<file path="config.mk">
export PLATFORM = sky130hd
export DESIGN_NAME = unpack_stream
export DESIGN_NICKNAME = d
export VERILOG_FILES = /design/src/rtl/unpack_pkg.sv /design/src/rtl/unpack_stream.sv
export SDC_FILE = /design/constraint.sdc
export NUM_CORES = 1
export LEC_CHECK = 0
export BUFFER_PORTS_ARGS = -buffer_cell sky130_fd_sc_hd__buf_2
export CORE_MARGIN = 3
export CORE_UTILIZATION = 39
export CTS_CLUSTER_DIAMETER = 30
export DETAILED_ROUTE_END_ITERATION = 8
export GPL_ROUTABILITY_DRIVEN = 0
export PLACE_DENSITY_LB_ADDON = 0.3
export SLEW_MARGIN = 20
export SYNTH_ARGS = -nofsm -noshare
export SYNTH_HDL_FRONTEND = slang
export SYNTH_SLANG_ARGS = --single-unit
</file>
<file path="constraint.sdc">
create_clock -name clk -period 2.45 [get_ports clk]
set_clock_uncertainty 0.05 [all_clocks]
set_input_delay 0.6125 -clock clk [delete_from_list [all_inputs] [get_ports clk]]
set_output_delay 0.6125 -clock clk [all_outputs]
set_load 0.01 [all_outputs]
</file>
<file path="src/rtl/unpack_pkg.sv">
// Shared helpers for the pack/unpack width converters: lane selection and count width.
package unpack_pkg;

  localparam int MAX_BITS = 1024;

  function automatic int cw(input int d);
    return $clog2(d + 1);
  endfunction

  // Returns the selected lane in the low w bits; the caller truncates.
  function automatic logic [MAX_BITS-1:0] lane_sel(
    input logic [MAX_BITS-1:0] word,
    input int                  k,
    input int                  w,
    input int                  d,
    input bit                  msb_first
  );
    int pos;
    pos = msb_first ? (d - 1 - k) : k;
    return word >> (pos * w);
  endfunction

endpackage

</file>
<file path="src/rtl/unpack_stream.sv">
// Width down-converter: one W*D-bit word in, up to D W-bit beats out, zero-bubble.
// Registered outputs; lane 0 of a word is presented the cycle after its input handshake.
module unpack_stream
  import unpack_pkg::*;
#(
  parameter int W         = 8,
  parameter int D         = 4,
  parameter int MSB_FIRST = 0,
  localparam int CW       = cw(D)
) (
  input  logic            clk,
  input  logic            rst,
  input  logic            s_stb,
  input  logic [W*D-1:0]  s_dat,
  input  logic [CW-1:0]   s_cnt,
  input  logic            s_lst,
  output logic            s_rdy,
  output logic            m_stb,
  output logic [W-1:0]    m_dat,
  output logic            m_lst,
  input  logic            m_rdy
);

  logic [W*D-1:0] wrd;
  logic [CW-1:0]  idx;
  logic [CW-1:0]  cnt;
  logic           lst;

  logic [CW-1:0]  cnt_in;
  logic [CW-1:0]  idx_nxt;
  logic           fin;

  function automatic logic [W-1:0] lane(input logic [W*D-1:0] v, input logic [CW-1:0] k);
    logic [MAX_BITS-1:0] wide;
    logic [MAX_BITS-1:0] sel;
    wide            = '0;
    wide[W*D-1:0]   = v;
    sel             = lane_sel(wide, int'(k), W, D, MSB_FIRST != 0);
    return sel[W-1:0];
  endfunction

  always_comb begin
    cnt_in  = (s_cnt > CW'(D)) ? CW'(D) : s_cnt;
    idx_nxt = idx + CW'(1);
    fin     = m_stb && (idx == cnt - CW'(1));
    s_rdy   = !rst && (!m_stb || (fin && m_rdy));
  end

  always_ff @(posedge clk) begin
    if (rst) begin
      wrd   <= '0;
      idx   <= '0;
      cnt   <= '0;
      lst   <= 1'b0;
      m_stb <= 1'b0;
      m_dat <= '0;
      m_lst <= 1'b0;
    end else if (s_stb && s_rdy) begin
      // Load wins over finish so the next word's lane 0 follows the last beat directly.
      if (cnt_in != '0) begin
        wrd   <= s_dat;
        cnt   <= cnt_in;
        lst   <= s_lst;
        idx   <= '0;
        m_stb <= 1'b1;
        m_dat <= lane(s_dat, '0);
        m_lst <= s_lst && (cnt_in == CW'(1));
      end else begin
        m_stb <= 1'b0;
      end
    end else if (m_stb && m_rdy) begin
      if (fin) begin
        m_stb <= 1'b0;
      end else begin
        idx   <= idx_nxt;
        m_dat <= lane(wrd, idx_nxt);
        m_lst <= lst && (idx_nxt == cnt - CW'(1));
      end
    end
  end

endmodule

</file>
==> results.sh, run 1 <==
export IMPL_worstSetupStartpoint="cnt[0]"
export IMPL_synthCells=279
export IMPL_dp_hpwl_um=4450
export IMPL_first_pass_iters=5
export IMPL_power_density_nw_per_um2=596
export IMPL_syn_nets=321
export IMPL_syn_area_per_cell_um2=8.84
export IMPL_dp_slack_ns=0.355
export IMPL_post_cts_setup_buffers=0
export IMPL_critPathKind="reg2out"
export IMPL_cts_root_buf="clkbuf_8"
export IMPL_slew_viol_final=0
export IMPL_cts_sinks=49
export IMPL_drv_cap=0
export IMPL_cp_max_fo=8
export IMPL_rows=28
export IMPL_r2r_start="cnt[0]"
export IMPL_yosys_warnings=0
export IMPL_cts_buffer_depth=2
export IMPL_synth_flop_cell="dfxtp_1"
export IMPL_grt_max_degree=39
export IMPL_cts_resized=0
export IMPL_tightest_slew_ns=0.514
export IMPL_start_kind="flip-flop"
export IMPL_grt_pass1_wl_um=10700
export IMPL_tritoncts="yes"
export IMPL_synth_seq_cells=49
export IMPL_p_leak_uw=0.00106
export IMPL_status="complete, no violations"
export IMPL_syn_area_um2=2470
export IMPL_min_from="wrd[21]"
export IMPL_endpoint_kind="output pin"
export IMPL_cts_buffers=5
export IMPL_async_flop_share=0
export IMPL_fin_nets=361
export IMPL_critPathArrivalTime_ns=1.66
export IMPL_detail_route_antenna_nets=0
export IMPL_setup_viol=0
export IMPL_rsz0062_at_grt="no"
export IMPL_antenna_cells=0
export IMPL_drtIter0Drc=135
export IMPL_synth_edff_count=0
export IMPL_drive_gt1_frac=0.275
export IMPL_antenna_found_initial=0
export IMPL_pin_count=51
export IMPL_hold_slack_ns=0.431
export IMPL_fillers=602
export IMPL_initial_core_util=0.409
export IMPL_dieHeight_um=85.5
export IMPL_via_per_inst=5.81
export IMPL_period_needed_ns=2.32
export IMPL_hold_path_class="reg2reg"
export IMPL_ir_worst_vdd_mv=0.246
export IMPL_path_clk_slew_ns=0.09
export IMPL_maxSlewHeadroom=0.656
export IMPL_crit_required_ns=1.79
export IMPL_die_width_um=85.5
export IMPL_area_growth_pct=18.5
export IMPL_fin_crit_sh=0.948
export IMPL_wire_per_inst_um=16.3
export IMPL_core_area_um2=6030
export IMPL_hold_viol=0
export IMPL_clk_latency_ns=0.30
export IMPL_timing_final_ws_setup_ns=0.127
export IMPL_fmax_ghz=0.431
export IMPL_seq_area_frac_synth=0.398
export IMPL_synth_cell_types=43
export IMPL_drc=0
export IMPL_dieArea_um2=7310
export IMPL_grtUsageTotal=0.180
export IMPL_wl_um=6430
export IMPL_portBuffers=50
export IMPL_overflow=0
export IMPL_cts_max_level=2
export IMPL_num_vias=2296
export IMPL_grt_pass1_vias=2179
export IMPL_tns_ns=0
export IMPL_postCtsHoldBufs=0
-- critical path, stage by stage, from the launching register on --
cell,delay (ns)
dfxtp_1,0.32
inv_1,0.10
ha_4,0.14
xnor3_2,0.34
a41oi_1,0.26
nor2_1,0.06
buf_2,0.14
-- registers in the layout, summed over array words and instances (netlist names) --
name	flops
cnt	3
idx	3
lst	1
m_dat	8
m_lst	1
m_stb	1
wrd	32
-- routing by layer --
metal	global-route usage	vias up	wire length [um]
met5	0	-	0
met4	0.0647	0	73
met3	0.0317	5	341
met2	0.282	56	2970
met1	0.250	1106	3040
li1	-	1129	-
-- cells in the mapped netlist (all sizes together) (2+ instances only) --
cell | instances | share of area
nand2b | 3 | 0.0076
mux4 | 8 | 0.073
ha | 2 | 0.010
a311oi | 8 | 0.031
xor2 | 3 | 0.021
nand3 | 46 | 0.093
nand2 | 2 | 0.0030
nor2 | 5 | 0.0076
buf | 15 | 0.033
o21ai | 48 | 0.097
a41oi | 2 | 0.015
a31oi | 10 | 0.025
dfxtp | 49 | 0.40
a31o | 3 | 0.011
a21oi | 37 | 0.075
clkbuf | 13 | 0.020
nor3 | 2 | 0.0081
inv | 7 | 0.011
-- layout by cell type (no fill, tap or decap), types with 2 or more instances in the layout --
| master | count |
|---|---|
| nand2b_1 | 3 |
| buf_4 | 9 |
| a31oi_1 | 10 |
| a311oi_1 | 7 |
| nand2_1 | 2 |
| clkbuf_8 | 5 |
| inv_1 | 7 |
| dfxtp_1 | 49 |
| a21oi_1 | 37 |
| a31o_2 | 3 |
| xor2_4 | 2 |
| mux4_2 | 8 |
| o21ai_1 | 6 |
| o21ai_0 | 42 |
| buf_12 | 2 |
| buf_2 | 50 |
| nor3_2 | 2 |
| nand3_1 | 46 |
| nor2_1 | 5 |
-- final cells by class --
class,count,area (um2),share of cell area
timing repair buffer,61,358,0.122
clock inverter,2,38.8,0.0133
sequential,49,981,0.336
tap,75,93.8,0.0321
inverter,7,26.3,0.00899
clock buffer,6,72.6,0.0248
multi-input combinational,195,1350,0.463
-- cell families (layout without fill, tap and decap cells) --
logic type | Yosys count | count (layout) | share of synthesized area
compound gates | 112 | 112 | 0.269
simple gates | 68 | 68 | 0.152
flops | 49 | 49 | 0.398
buf+inv | 35 | 76 | 0.0639
mux | 8 | 8 | 0.0731
xor+xnor | 5 | 5 | 0.0345
fa+ha+maj | 2 | 2 | 0.0101
-- through the flow --
step / instance area (um2) / cells / total power, uW / utilization
finish: 2920 / 395 / 1740 / 0.485
global route: 2920 / 395 / 1820 / 0.485
CTS: 2900 / 395 / 1750 / 0.481
detailed placement: 2790 / 387 / 1170 / 0.462
global placement: 2790 / 387 / 1160 / 0.462
floorplan: 2470 / 279 / 1060 / -
-- report_power, final --
group,total (uW),switching (uW),internal (uW)
Sequential,862,23.0,839
Combinational,290,163,127
Clock,590,283,307
-- path summary, 6_finish.rpt --
path / end / slack [ns] / cells past startpoint
setup / recovery: s_rdy / 0.13 / 6
hold / removal: wrd[21] / 0.43 / 2
setup reg to reg: wrd[5] / 0.51 / 7
hold reg to reg: wrd[21] / 0.43 / 2
Power figures use the tool's default switching activity.
==> inputs of run 2 (changes only) <==
CORE_UTILIZATION = 54   (was 39)
MAX_ROUTING_LAYER = met4   (was unset)
==> run 2 against run 1 <==
Design area is 2.3% lower. Sequential share of layout area is 0.79 points higher. Clock-buffer cell count is 1 lower.
==> results.sh, run 2 (same netlist as run 1, synthesis figures left out) <==
export IMPL_worstSetupStartpoint="cnt[1]"
export IMPL_dieHeight_um=73.6
export IMPL_p_leak_uw=0.00105
export IMPL_critPathArrivalTime_ns=1.69
export IMPL_min_from="wrd[9]"
export IMPL_core_area_um2=4200
export IMPL_place_area_um2=2740
export IMPL_via_per_inst=6.20
export IMPL_grt_pass1_vias=2084
export IMPL_crit_required_ns=1.79
export IMPL_wl_um=6110
export IMPL_tightest_slew_ns=0.485
export IMPL_power_density_nw_per_um2=577
export IMPL_maxSlewHeadroom=0.677
export IMPL_r2r_end="wrd[8]"
export IMPL_drtIter0Drc=215
export IMPL_wire_per_inst_um=16.5
export IMPL_cts_sinks=49
export IMPL_worst_r2r_path_depth=8
export IMPL_portBuffers=50
export IMPL_stdcell_count=370
export IMPL_largest_reg_flops=32
export IMPL_pin_count=51
export IMPL_hold_path_cell_count=2
export IMPL_setup_viol=0
export IMPL_cts_max_level=2
export IMPL_ir_worst_vdd_mv=0.281
export IMPL_final_cell_mix="buf_2 (50), dfxtp_1 (49), nand3_1 (46), o21ai_0 (42), a21oi_1 (37)"
export IMPL_antenna_found_initial=0
export IMPL_fmax_ghz=0.425
export IMPL_fin_util=0.679
export IMPL_hold_viol=0
export IMPL_final_area_um2=2850
export IMPL_detail_route_antenna_nets=0
export IMPL_cp_max_fo=2
export IMPL_fin_crit_sh=0.959
export IMPL_tritoncts="yes"
export IMPL_overflow=0
export IMPL_largest_register="wrd"
export IMPL_drive_gt1_frac=0.281
export IMPL_fin_nets=361
export IMPL_dieArea_um2=5410
export IMPL_dp_hpwl_um=4230
export IMPL_drv_cap=0
export IMPL_clk_latency_ns=0.31
export IMPL_rrSetupSlack_ns=0.34
export IMPL_holdPathEnd="wrd[9]"
export IMPL_start_kind="flip-flop"
export IMPL_rsz0062_at_grt="no"
export IMPL_cts_buffers=5
export IMPL_status="complete, no violations"
export IMPL_final_common_cell="buf_2"
export IMPL_path_clk_slew_ns=0.09
export IMPL_cts_root_buf="clkbuf_8"
export IMPL_grt_max_degree=44
export IMPL_postCtsHoldBufs=0
export IMPL_num_vias=2295
export IMPL_period_needed_ns=2.35
export IMPL_r2r_start="cnt[1]"
export IMPL_grt_pass1_wl_um=10100
export IMPL_area_growth_pct=15.7
export IMPL_first_pass_iters=4
export IMPL_drc=0
export IMPL_tns_ns=0
export IMPL_critPathKind="reg2out"
export IMPL_hold_path_class="reg2reg"
export IMPL_cts_buffer_depth=2
export IMPL_endpoint_kind="output pin"
export IMPL_antenna_cells=0
export IMPL_dp_cells=361
export IMPL_grtUsageTotal=0.247
export IMPL_rows=23
export IMPL_die_width_um=73.6
export IMPL_slew_viol_final=0
export IMPL_top_regs="wrd: 32 flops, m_dat: 8 flops"
export IMPL_initial_core_util=0.587
==> run 2: how the worst max path moves through the flow <==
| stage | endpoint | slack, ns | depth (start not counted) |
|---|---|---|---|
| 5_1_grt | s_rdy | 0.006 | 6 |
| 3_3_place_gp | s_rdy | 0.31 | 6 |
| 6_report | s_rdy | 0.1 | 6 |
| 2_1_floorplan | s_rdy | 0.31 | 5 |
| 4_1_cts | s_rdy | 0.04 | 4 |
| 3_5_place_dp | s_rdy | 0.26 | 6 |
==> run 2: power by group <==
part | total [uW] | switching (uW) | internal [uW] | leakage [uW]
Clock | 498 | 294 | 203 | 0.0000445
Sequential | 862 | 22.2 | 839 | 0.000400
Combinational | 286 | 163 | 124 | 0.000602
==> run 2: layer usage <==
metal,GRT usage,vias up,part of all wire
met5,-,-,0
met4,0.0523,0,0.0074
met3,0.0561,6,0.061
met2,0.368,83,0.47
met1,0.345,1080,0.46
li1,-,1126,-
==> run 2: what timing repair did <==
item / in CTS / in global routing
endpoints found under the hold margin: 0 / 0
pin swaps: 0 / 0
buffers inserted: 1 / 0
endpoints found under the setup margin: 1 / 1
gates resized for setup: 2 / 1
==> run 2: per-stage QoR <==
stage	worst slack (ns)	power [uW]	hold slack [ns]
2_1_floorplan	0.314	1060	0.401
3_3_place_gp	0.309	1150	0.407
3_5_place_dp	0.261	1160	0.417
4_1_cts	0.0401	1640	0.429
5_1_grt	0.00642	1710	0.451
6_report	0.0993	1650	0.429
==> run 2: layout make-up <==
type,instances,area (um2)
clock inverters,3,21.3
fillers,345,1350
flip-flops and latches,49,981
repair buffers,61,345
inverters,7,26.3
well taps,50,62.6
clock buffers,5,68.8
multi-input cells,195,1350
==> run 2: worst max-delay path: stages (launching register included) <==
cell and delay, ns:
dfxtp_1 0.36, inv_1 0.05, ha_2 0.38, xor2_4 0.17
a41oi_2 0.16, nor2_1 0.12, buf_2 0.14
